File: config.mk
export PLATFORM = sky130hd
export DESIGN_NAME = ps2key_evq
export DESIGN_NICKNAME = d
export VERILOG_FILES = /design/src/rtl/ps2key_evq.sv
export SDC_FILE = /design/constraint.sdc
export NUM_CORES = 1
export LEC_CHECK = 0
export ABC_AREA = 0
export CORE_AREA = 4 4 183 185
export DETAILED_ROUTE_END_ITERATION = 8
export DIE_AREA = 0 0 187 189
export PLACE_DENSITY = 0.47
export SYNTH_ARGS = -nofsm -noshare
export SYNTH_HDL_FRONTEND = slang
export SYNTH_SLANG_ARGS = --single-unit
File: constraint.sdc
create_clock -name sys_clk -period 3.5 [get_ports sys_clk]
set_input_delay 0.525 -clock sys_clk [delete_from_list [all_inputs] [get_ports sys_clk]]
set_output_delay 0.525 -clock sys_clk [all_outputs]
set_load 0.02 [all_outputs]
File: src/rtl/ps2key_evq.sv
// rtl/ps2key_evq.sv - PS/2 keyboard receiver folding E0/F0 prefixes into key events
// Deglitched clock, checked 11-bit deframer with timeout, FWFT event FIFO with valid/ready.
module ps2key_evq #(
   parameter int CLK_MHZ    = 50,
   parameter int FILTER_LEN = 8,
   parameter int TIMEOUT_US = 2000,
   parameter int FIFO_DEPTH = 16
) (
   input  logic                          sys_clk,
   input  logic                          sys_rst,
   input  logic                          ps2_key_clk,
   input  logic                          ps2_key_data,
   output logic [9:0]                    evt_data,
   output logic                          evt_valid,
   input  logic                          evt_ready,
   output logic [$clog2(FIFO_DEPTH):0]   fifo_level,
   output logic [7:0]                    led,
   output logic                          err_parity,
   output logic                          err_frame,
   output logic                          overflow
);
   localparam int PW      = $clog2(FIFO_DEPTH);
   localparam int LW      = PW + 1;
   localparam int TMO_CYC = CLK_MHZ * TIMEOUT_US;
   localparam int TW      = $clog2(TMO_CYC + 1);

   typedef enum logic [1:0] {IDLE, SHIFT, CHECK} state_t;

   logic [1:0]    clk_sync_q, clk_sync_d, dat_sync_q, dat_sync_d;
   logic [7:0]    flt_cnt_q, flt_cnt_d;
   logic          flt_clk_q, flt_clk_d;
   logic          fall_q, fall_d;
   state_t        state_q, state_d;
   logic [3:0]    bit_cnt_q, bit_cnt_d;
   logic [9:0]    shreg_q, shreg_d;
   logic [TW-1:0] tmo_q, tmo_d;
   logic          ext_q, ext_d, brk_q, brk_d;
   logic          err_parity_q, err_parity_d, err_frame_q, err_frame_d;
   logic [7:0]    led_q, led_d;
   logic          overflow_q, overflow_d;
   logic [PW-1:0] wr_ptr_q, wr_ptr_d, rd_ptr_q, rd_ptr_d;
   logic [LW-1:0] level_q, level_d;
   logic [9:0]    mem_q [FIFO_DEPTH];

   logic       dat_bit, tmo_hit, frame_err, parity_err, byte_ok;
   logic       push, pop, full, push_ok;
   logic [9:0] evt_d;

   assign dat_bit = dat_sync_q[1];
   assign tmo_hit = (state_q == SHIFT) && !fall_q && (tmo_q == TW'(TMO_CYC - 1));

   // The filtered clock only moves after FILTER_LEN consecutive samples disagree with it.
   always_comb begin
      clk_sync_d = {clk_sync_q[0], ps2_key_clk};
      dat_sync_d = {dat_sync_q[0], ps2_key_data};
      flt_clk_d  = flt_clk_q;
      flt_cnt_d  = '0;
      if (clk_sync_q[1] != flt_clk_q) begin
         if (flt_cnt_q == 8'(FILTER_LEN - 1)) flt_clk_d = clk_sync_q[1];
         else                                 flt_cnt_d = flt_cnt_q + 8'd1;
      end
      fall_d = flt_clk_q & ~flt_clk_d;
   end

   always_ff @(posedge sys_clk) begin
      if (sys_rst) state_q <= IDLE;
      else         state_q <= state_d;
   end

   always_comb begin
      state_d   = state_q;
      bit_cnt_d = bit_cnt_q;
      shreg_d   = shreg_q;
      tmo_d     = '0;
      case (state_q)
         IDLE: begin
            if (fall_q && !dat_bit) begin
               state_d   = SHIFT;
               bit_cnt_d = 4'd1;
            end
         end
         SHIFT: begin
            if (fall_q) begin
               shreg_d   = {dat_bit, shreg_q[9:1]};
               bit_cnt_d = bit_cnt_q + 4'd1;
               if (bit_cnt_q == 4'd10) state_d = CHECK;
            end else if (tmo_hit) begin
               state_d = IDLE;
            end else begin
               tmo_d = tmo_q + TW'(1);
            end
         end
         CHECK:   state_d = IDLE;
         default: state_d = IDLE;
      endcase
   end

   // shreg_q holds {stop, parity, data[7:0]} once the stop bit has been shifted in.
   always_comb begin
      frame_err  = 1'b0;
      parity_err = 1'b0;
      byte_ok    = 1'b0;
      case (state_q)
         IDLE:  frame_err = fall_q & dat_bit;
         SHIFT: frame_err = tmo_hit;
         CHECK: begin
            if (!shreg_q[9])          frame_err  = 1'b1;
            else if (!(^shreg_q[8:0])) parity_err = 1'b1;
            else                      byte_ok    = 1'b1;
         end
         default: ;
      endcase
   end

   always_comb begin
      ext_d = ext_q;
      brk_d = brk_q;
      led_d = led_q;
      push  = 1'b0;
      evt_d = {ext_q, brk_q, shreg_q[7:0]};
      if (frame_err || parity_err) begin
         ext_d = 1'b0;
         brk_d = 1'b0;
      end else if (byte_ok) begin
         if (shreg_q[7:0] == 8'hE0)      ext_d = 1'b1;
         else if (shreg_q[7:0] == 8'hF0) brk_d = 1'b1;
         else begin
            push  = 1'b1;
            ext_d = 1'b0;
            brk_d = 1'b0;
            if (!brk_q) led_d = shreg_q[7:0];
         end
      end
      pop          = (level_q != '0) && evt_ready;
      full         = (level_q == LW'(FIFO_DEPTH));
      push_ok      = push && (!full || pop);
      wr_ptr_d     = wr_ptr_q + PW'(push_ok);
      rd_ptr_d     = rd_ptr_q + PW'(pop);
      level_d      = level_q + LW'(push_ok) - LW'(pop);
      overflow_d   = overflow_q | (push & ~push_ok);
      err_parity_d = parity_err;
      err_frame_d  = frame_err;
   end

   always_ff @(posedge sys_clk) begin
      if (sys_rst) begin
         clk_sync_q   <= 2'b11;
         dat_sync_q   <= 2'b11;
         flt_cnt_q    <= '0;
         flt_clk_q    <= 1'b1;
         fall_q       <= 1'b0;
         bit_cnt_q    <= '0;
         shreg_q      <= '0;
         tmo_q        <= '0;
         ext_q        <= 1'b0;
         brk_q        <= 1'b0;
         err_parity_q <= 1'b0;
         err_frame_q  <= 1'b0;
         led_q        <= '0;
         overflow_q   <= 1'b0;
         wr_ptr_q     <= '0;
         rd_ptr_q     <= '0;
         level_q      <= '0;
      end else begin
         clk_sync_q   <= clk_sync_d;
         dat_sync_q   <= dat_sync_d;
         flt_cnt_q    <= flt_cnt_d;
         flt_clk_q    <= flt_clk_d;
         fall_q       <= fall_d;
         bit_cnt_q    <= bit_cnt_d;
         shreg_q      <= shreg_d;
         tmo_q        <= tmo_d;
         ext_q        <= ext_d;
         brk_q        <= brk_d;
         err_parity_q <= err_parity_d;
         err_frame_q  <= err_frame_d;
         led_q        <= led_d;
         overflow_q   <= overflow_d;
         wr_ptr_q     <= wr_ptr_d;
         rd_ptr_q     <= rd_ptr_d;
         level_q      <= level_d;
      end
   end

   always_ff @(posedge sys_clk) begin
      if (push_ok) mem_q[wr_ptr_q] <= evt_d;
   end

   assign evt_valid  = (level_q != '0);
   assign evt_data   = evt_valid ? mem_q[rd_ptr_q] : '0;
   assign fifo_level = level_q;
   assign led        = led_q;
   assign err_parity = err_parity_q;
   assign err_frame  = err_frame_q;
   assign overflow   = overflow_q;
endmodule

* After elaboration in Yosys (flattened, before gate mapping)
Memory sizes are Yosys's and may differ from the RTL's. A register that Yosys moved wholly into a read port is not among the register bits.
Cells that the tools add are included.
** Cells by class
- Bitwise gates (word level) :: 12
- Reduce and logical (&&, ||, !) cells :: 23
- Eq/ne operators :: 14
- $add $sub $neg :: 7
- Muxes and demuxes :: 29
** Operators with widths (number)
- $mux W1 :: 18
- $add A17 B1 Y17 const B :: 1
- $eq A17 B17 Y1 const B :: 1
- $eq A8 B8 Y1 const B :: 2
- $mux W4 :: 3
- $mux W10 :: 1
- $reduce_xor A9 Y1 :: 1
- $add A4 B1 Y4 :: 2
- $add A8 B1 Y8 const B :: 1
- $eq A8 B3 Y1 const B :: 1
- $mux W2 :: 4
- $not A1 Y1 :: 8
- $pmux W4 S2 :: 1
- $ne A2 B2 Y1 const B :: 3
- $reduce_and A2 Y1 :: 3
- $reduce_and A3 Y1 :: 2
- $add A5 B1 Y5 :: 1
- $eq A5 B5 Y1 const B :: 1
- $logic_and A1 B1 Y1 :: 5
- $reduce_and A5 Y1 :: 1
- $reduce_bool A5 Y1 :: 1
- $sub A5 B1 Y5 :: 1
- $add A4 B1 Y4 const B :: 1
- $eq A4 B4 Y1 const B :: 1
- 16 further kinds :: 21
** Word-level totals
- Word-level logic and storage cells :: 104
- RAM bits :: 160
- Flip-flop bits (word level) :: 73
- Memories kept :: 1
- Output and inout port bits :: 27
** Memories
- mem_q :: words 16, bits a word 10, read ports 1, clocked after memory_dff 1, write ports 1, line 43 : logic [9:0] mem_q [FIFO_DEPTH];

* Longest topological paths before layout
Gate-level depths: netlist (run 1).
- Depth after elaboration :: 10
- Mapped depth :: 13
- Mapped depth without buffers :: 13

* Worst setup path before layout (run 1)
No wires, ideal clock.
- Path kind :: reg-to-reg
- Start point :: register shreg_q[2]
- End point :: memory mem_q[0][0], enable pin
- Data required time :: 3.093 ns
- Buffers on the path :: 1
- Arrival time :: 3.010 ns
- Stages on the path, launching flop included :: 8
- Setup slack :: 0.082 ns
- Cells stage by stage :: dfxtp_1 -> inv_1 -> ha_1 -> xnor3_2 -> xor2_1 -> buf_2 -> nand3_2 -> nor4b_1
** Between the ends
- Word-level cells in the longest chain between the ends :: 9
- Elaborated cells on any way between the ends :: 17
- Classes of those cells :: eq/ne: 2; mux: 12; reduce/logical: 3
** RTL lines
- start, declared :: line 35 : logic [9:0] shreg_q, shreg_d;
- start signal, assigned :: line 171 : shreg_q <= shreg_d;
- $reduce_xor A9 Y1 :: line 108 : else if (!(^shreg_q[8:0])) parity_err = 1'b1;
- $mux W1 :: line 108
- $mux W1 :: line 107 : if (!shreg_q[9]) frame_err = 1'b1;
- $mux W1 :: line 103 : case (state_q)
- $mux W1 or $logic_or A1 B1 Y1 (tied branches) :: line 124, 121
- $mux W1 (*) :: line 121 : if (frame_err || parity_err) begin
- $logic_and A1 B1 Y1 (*) :: line 136 : push_ok = push && (!full || pop);
- $mux W1 (*) :: line 186 : if (push_ok) mem_q[wr_ptr_q] <= evt_d;
- $mux W1 (implied by the code) (*) :: line 186
- end, declared :: line 43
Every way passes the cells marked *; elsewhere a longest branch is shown, timed or not.

==> run_results.csv, run 1 <==
group,metric,value,unit
clocking,h-tree-depth,1,
sta,fmax,302,MHz
setup_path,start_kind,"register",
drt,first_pass_iters,4,
pwr,peakVddDrop,0.389,mV
synthesis,syn-cell-area,9420,µm²
sta,max_slew.worst_pin.slew,0.944,ns
drt,ant_nets,0,
setup_path,r2r_cells,12,
synthesis,yosysUniqueCellTypes,54,
drt,wl,21.2,mm
synthesis,yosysWarningCount,0,
clocking,cts_hold_buf,0,
global_routing,grt.total_usage,11.9,%
layout,antenna_cells,0,
drt,vias,5458,
sta,skew,0.0340,ns
layout,fin_nets,728,
sta,finalSetupViolCount,0,
placed_design,dpl.hpwl,13.8,mm
sta,rsz0062_at_grt,"false",
floorplanning,die_width,187,µm
synthesis,syn_nets,664,
layout,drive_above_1_share,18.8,%
sta,drv_slew,0,
sta,setup_ws,0.193,ns
placed_design,gp_congestion,0.776,
synthesis,synth.ff_latch_count,233,
placed_design,port_buffers,31,
sta,period_share,94.5,%
clocking,post_cts_buffers,0,
global_routing,grt_start_max_net_pins,42,
drt,drc,0,
floorplanning,die_h,189,µm
setup_path,required,2.97,ns
placed_design,post-place-ws,0.355,ns
synthesis,async_flop_share,0,%
setup_path,endpoint_kind,"output port",
synthesis,avgSynthCellArea,14.7,µm²
synthesis,ys.flop_type,"edfxtp_1",
status,status,"completed",
setup_path,worstPathArrival,2.78,ns
floorplanning,coreArea,32000,µm²
synthesis,synth_top_cell_by_area,"edfxtp_1",
clocking,cts_buffer_depth,3,
min_path,min_path_type,"reg -> reg",
synthesis,yosysTopAreaCellShare,51.0,%
global_routing,grt_pass1_wl,33.3,mm
clocking,cts-resized-gates,0,
synthesis,synth.top_cells.by_count,"edfxtp_1, dfxtp_1, nor2_1",
clocking,clk_pin_slew,0.06,ns
setup_path,crit_start,"rd_ptr_q[0]",
setup_path,reg2reg_to,"fifo_level[4]",
floorplanning,row_count,66,
pwr,p_leak,3.77,nW
run,drv_cap,0,
layout,synthToLayoutAreaGrowth,19.7,%
drt,wire_per_inst,18.7,µm
synthesis,synth_edf_count,160,
sta,finalHoldViolCount,0,
clocking,cts.sinks,233,
clocking,cts_buffers,26,
drt,drt_iter0_drc,371,
setup_path,r2r-start,"fifo_level[3]",
setup_path,crit_type,"reg -> out",
synthesis,syn-instance-count,640,
layout,final_core_util,35.2,%
global_routing,gr-total-overflow,0,
clocking,cts_tree,"built",
floorplanning,initial_utilization,29.4,%
floorplanning,fp.dieArea,35300,µm²
global_routing,grt_pass1_vias,5819,
setup_path,cp-endpoint,"evt_data[7]",
clocking,ctsRootBufferMaster,"clkbuf_16",
sta,finalCriticalPeriod,3.31,ns
layout,final_area,11300,µm²
placed_design,placed_cell_area,10400,µm²
pwr,p_per_area,611,nW/µm²
setup_path,reg2reg_slack,0.36,ns
sta,slew_headroom,36.6,%
sta,setup-tns-final,0,ns
floorplanning,ios,32,
drt,via_per_inst,4.82,
synthesis,synthTopCellsByArea,"edfxtp_1, dfxtp_1, mux4_2",
setup_path,path_max_fanout,40,
global_routing,grt_antenna_before_repair,0,
clocking,insertion_delay,0.54,ns
synthesis,synth_seq_area_share,66.5,%
synthesis,post-synth-top-count-cell,"edfxtp_1",
[final cells by class]
type	instances	area (µm²)
fillers	3039	20800
inverters	22	82.6
clock inverters	17	183
well taps	408	510
clock buffers	31	669
flip-flops and latches	233	6270
repair buffers	66	598
multi-input cells	355	2970
[registers in the layout, indices dropped and copies added (netlist names)]
signal	count
mem_q	160
tmo_q	17
shreg_q	10
flt_cnt_q	8
led	8
fifo_level	5
bit_cnt_q	4
rd_ptr_q	4
wr_ptr_q	4
clk_sync_q	2
dat_sync_q	2
state_q	2
brk_q	1
err_frame	1
err_parity	1
ext_q	1
fall_q	1
flt_clk_q	1
overflow	1
[critical path, cell delays in order (launching register included)]
cell and delay [ns]:
dfxtp_2 0.35, buf_12 0.32, mux4_2 0.60, a22oi_1 0.21, a21oi_1 0.17, clkdlybuf4s50_1 0.57
[layer usage]
| layer | vias to the layer above | wire (µm) | track usage, % | part of all wire (%) |
|---|---|---|---|---|
| met2 | 114 | 10700 | 21.0 | 50 |
| met5 | - | 0 | 0 | 0 |
| li1 | 2560 | - | - | - |
| met3 | 29 | 1030 | 2.21 | 4.8 |
| met4 | 0 | 387 | 3.10 | 1.8 |
| met1 | 2755 | 9110 | 15.1 | 43 |
[per-stage QoR]
step	total power, mW	hold WS, ns	instances
2_1_floorplan	3.85	0.389	640
4_1_cts	7.01	0.420	1132
6_report	6.89	0.415	1132
3_3_place_gp	4.28	0.394	1084
3_5_place_dp	4.30	0.403	1084
5_1_grt	7.21	0.434	1132
[report_power, final]
group / switching (mW) / total (mW) / internal (mW)
Sequential: 0.0512 / 3.00 / 2.95
Combinational: 0.617 / 1.21 / 0.595
Clock: 1.08 / 2.68 / 1.60
[how the worst min path moves through the flow]
stage / from / endpoint / slack [ns] / cells past startpoint
final: dat_sync_q[0] / dat_sync_q[1] / 0.42 / 1
after global routing: clk_sync_q[0] / clk_sync_q[1] / 0.43 / 1
after CTS: dat_sync_q[0] / dat_sync_q[1] / 0.42 / 1
after detailed placement: dat_sync_q[0] / dat_sync_q[1] / 0.40 / 1
after global placement: clk_sync_q[0] / clk_sync_q[1] / 0.39 / 1
after floorplan: clk_sync_q[0] / clk_sync_q[1] / 0.39 / 1
[kinds of logic (layout without fill, tap and decap cells)]
| logic type | Yosys count | count (layout) | share of synthesized area (%) |
|---|---|---|---|
| AOI/OAI and AO/OA | 80 | 80 | 5.27 |
| xor gates and xnor gates | 33 | 33 | 3.23 |
| adders and majority gates | 19 | 19 | 2.60 |
| buffers and inverters | 52 | 136 | 2.38 |
| DFF | 233 | 233 | 66.5 |
| muxes | 42 | 42 | 9.77 |
| and+or+nand+nor | 181 | 181 | 10.3 |
[cells in the final DEF (no fill, tap or decap), types with 8 or more instances in the layout]
cell type        count
dfxtp_1             71
xnor2_1             17
o21ai_0             12
nor3_1              10
inv_1               22
clkbuf_16           26
buf_4               33
mux4_2              40
clkdlybuf4s50_1     31
a22oi_1             20
nand2_1             31
ha_1                18
nand4_1              8
edfxtp_1           160
nor2_1              49
nor2b_1             11
or3_1               10
a21oi_1             34
xor2_1              15
nand3_1             14
(Power assumes the default switching activity.)
==> run 2: changes to the inputs <==
--- a/config.mk
+++ b/config.mk
@@ -6,9 +6,9 @@
 export NUM_CORES = 1
 export LEC_CHECK = 0
 export ABC_AREA = 0
-export CORE_AREA = 4 4 183 185
+export CORE_AREA = 2 2 181 183
 export DETAILED_ROUTE_END_ITERATION = 8
-export DIE_AREA = 0 0 187 189
+export DIE_AREA = 0 0 183 185
 export PLACE_DENSITY = 0.47
 export SYNTH_ARGS = -nofsm -noshare
 export SYNTH_HDL_FRONTEND = slang
==> run 2 against run 1 <==
- die area fell by 4.2%
- maximum frequency fell by 1.7%
- global-route usage rose by 1.1 points
==> run_results.csv, run 2 (synthesized netlist as in run 1, its figures left out) <==
group,metric,value,unit
status,status,"completed",
layout,layout_common_cells,"edfxtp_1, dfxtp_1, nor2_1, mux4_2, buf_4",
layout,antenna_cells,0,
layout,final_common_cell,"edfxtp_1",
global_routing,grt_antenna_before_repair,0,
sta,finalSetupViolCount,0,
setup_path,worst-path-buf-inv,2,
clocking,insertion_delay,0.54,ns
floorplanning,initial_utilization,29.4,%
placed_design,port_buffers,31,
drt,first_pass_iters,5,
setup_path,endpoint_kind,"output port",
placed_design,gp_congestion,0.770,
sta,finalHoldViolCount,0,
global_routing,grt.total_usage,13.0,%
floorplanning,fp.dieArea,33900,µm²
clocking,h-tree-depth,1,
clocking,cts.sinks,233,
sta,drv_slew,0,
setup_path,r2r-start,"fifo_level[3]",
setup_path,cpPeakStageDelay,0.57,ns
floorplanning,coreArea,32000,µm²
setup_path,path_max_fanout,20,
pwr,peakVddDrop,0.446,mV
floorplanning,die_width,183,µm
setup_path,r2r_cells,12,
drt,drt_iter0_drc,328,
floorplanning,ios,32,
layout,regMostFlops,"mem_q",
floorplanning,die_h,185,µm
clocking,cts_tree,"built",
setup_path,reg2reg_slack,0.36,ns
sta,max_slew.worst_pin.slew,0.907,ns
layout,synthToLayoutAreaGrowth,20.9,%
pwr,p_per_area,632,nW/µm²
clocking,clk_pin_slew,0.07,ns
floorplanning,row_count,66,
drt,drc,0,
setup_path,crit_type,"reg -> out",
clocking,cts_buffers,26,
setup_path,worstPathArrival,2.84,ns
drt,wl,21.6,mm
clocking,cts_buffer_depth,3,
global_routing,grt_start_max_net_pins,42,
setup_path,reg2reg_to,"fifo_level[4]",
layout,fin_nets,730,
placed_design,dpl.hpwl,13.6,mm
setup_path,crit_family,"buffers and inverters",
setup_path,path_cells,"buf_16 > mux4_2 > a22oi_1 > a21oi_1 > clkdlybuf4s50_1",
sta,setup-tns-final,0,ns
min_path,hold_depth,1,
min_path,hold_end,"clk_sync_q[1]",
global_routing,grt_pass1_vias,5729,
setup_path,crit_slowest_cell,"clkdlybuf4s50_1",
layout,drive_above_1_share,19.1,%
sta,slew_headroom,39.1,%
min_path,hold_start,"clk_sync_q[0]",
placed_design,placed_cell_area,10400,µm²
sta,skew,0.0196,ns
layout,reg.largest.list,"mem_q: 160 flops, tmo_q: 17 flops, shreg_q: 10 flops",
sta,period_share,96.2,%
sta,fmax,297,MHz
layout,final_area,11400,µm²
clocking,post_cts_buffers,0,
drt,vias,5493,
pwr,p_leak,3.83,nW
layout,nFillCells,3058,
drt,via_per_inst,4.84,
global_routing,gr-total-overflow,0,
clocking,ctsRootBufferMaster,"clkbuf_16",
global_routing,grt_pass1_wl,33.7,mm
setup_path,required,2.97,ns
run,drv_cap,0,
sta,rsz0062_at_grt,"false",
sta,finalCriticalPeriod,3.37,ns
drt,wire_per_inst,19.0,µm
clocking,cts_hold_buf,0,
drt,ant_nets,0,
setup_path,start_kind,"register",
min_path,min_path_type,"reg -> reg",
layout,largest_reg_flops,160,
==> run 2: cell types whose count changed in the layout (fill, tap and decap cells not counted), sizes merged <==
| cell | before | now |
|---|---|---|
| clkinvlp | 2 | 0 |
| inv | 23 | 22 |
| bufinv | 3 | 6 |
| clkinv | 11 | 10 |
| clkbuf | 31 | 33 |
| buf | 35 | 36 |
==> run 2: final cells by class <==
class	instances	area (µm²)	area share [%]
Clock buffer	32	703	6.17
Inverter	22	82.6	0.725
Sequential cell	233	6270	55.0
Clock inverter	16	236	2.08
Timing Repair Buffer	68	626	5.49
Tap cell	408	510	4.48
Multi-Input combinational cell	355	2970	26.0
==> run 2: where the power goes <==
group,switching (mW),internal (mW),total (mW),leakage (nW)
clock network,1.08,1.86,2.94,0.463
logic,0.631,0.625,1.26,1.22
registers,0.0584,2.95,3.01,2.14
==> run 2: routing by layer <==
layer | share of wire [%] | track usage, % | up-vias
met4 | 1.9 | 2.94 | 0
met3 | 6.3 | 2.18 | 32
met2 | 48 | 22.3 | 121
met1 | 43 | 17.2 | 2777
met5 | 0 | 0 | -
li1 | - | - | 2563
==> run 2: worst max-delay path by stage <==
| stage | to | from | cells past startpoint |
|---|---|---|---|
| 4_1_cts | evt_data[9] | rd_ptr_q[0] | 5 |
| 5_1_grt | evt_data[6] | rd_ptr_q[0] | 5 |
| 6_report | evt_data[6] | rd_ptr_q[0] | 5 |
| 3_3_place_gp | fifo_level[4] | evt_ready | 10 |
| 3_5_place_dp | fifo_level[4] | fifo_level[3] | 12 |
| 2_1_floorplan | mem_q[0][0] | shreg_q[2] | 7 |
==> run 2: what timing repair did <==
| action | in CTS | in global routing |
|---|---|---|
| hold endpoints to repair | 0 | 0 |
| endpoints found under the setup margin | 0 | 3 |
| gates resized for setup | 0 | 1 |
==> run 2: worst register-to-register path: stages, from the launching register on <==
cell	delay (ns)
dfxtp_1	0.33
inv_1	0.09
ha_1	0.13
or3b_2	0.47
or3b_2	0.50
nand3_2	0.10
mux2i_1	0.08
ha_1	0.22
fa_1	0.41
a21oi_1	0.16
nor2_1	0.06
or3_1	0.34
a21oi_1	0.15
==> run 2: through the flow <==
stage                     setup slack [ns]  instances  power [mW]  utilization, %  hold WS [ns]
after floorplan                     0.0823        640        3.85               -         0.389
after global placement               0.431       1085        4.27            32.5         0.393
after detailed placement             0.385       1085        4.29            32.5         0.399
after CTS                           0.0511       1133        7.25            35.5         0.416
after global routing                0.0219       1134        7.52            35.6         0.419
final                                0.134       1134        7.20            35.6         0.411
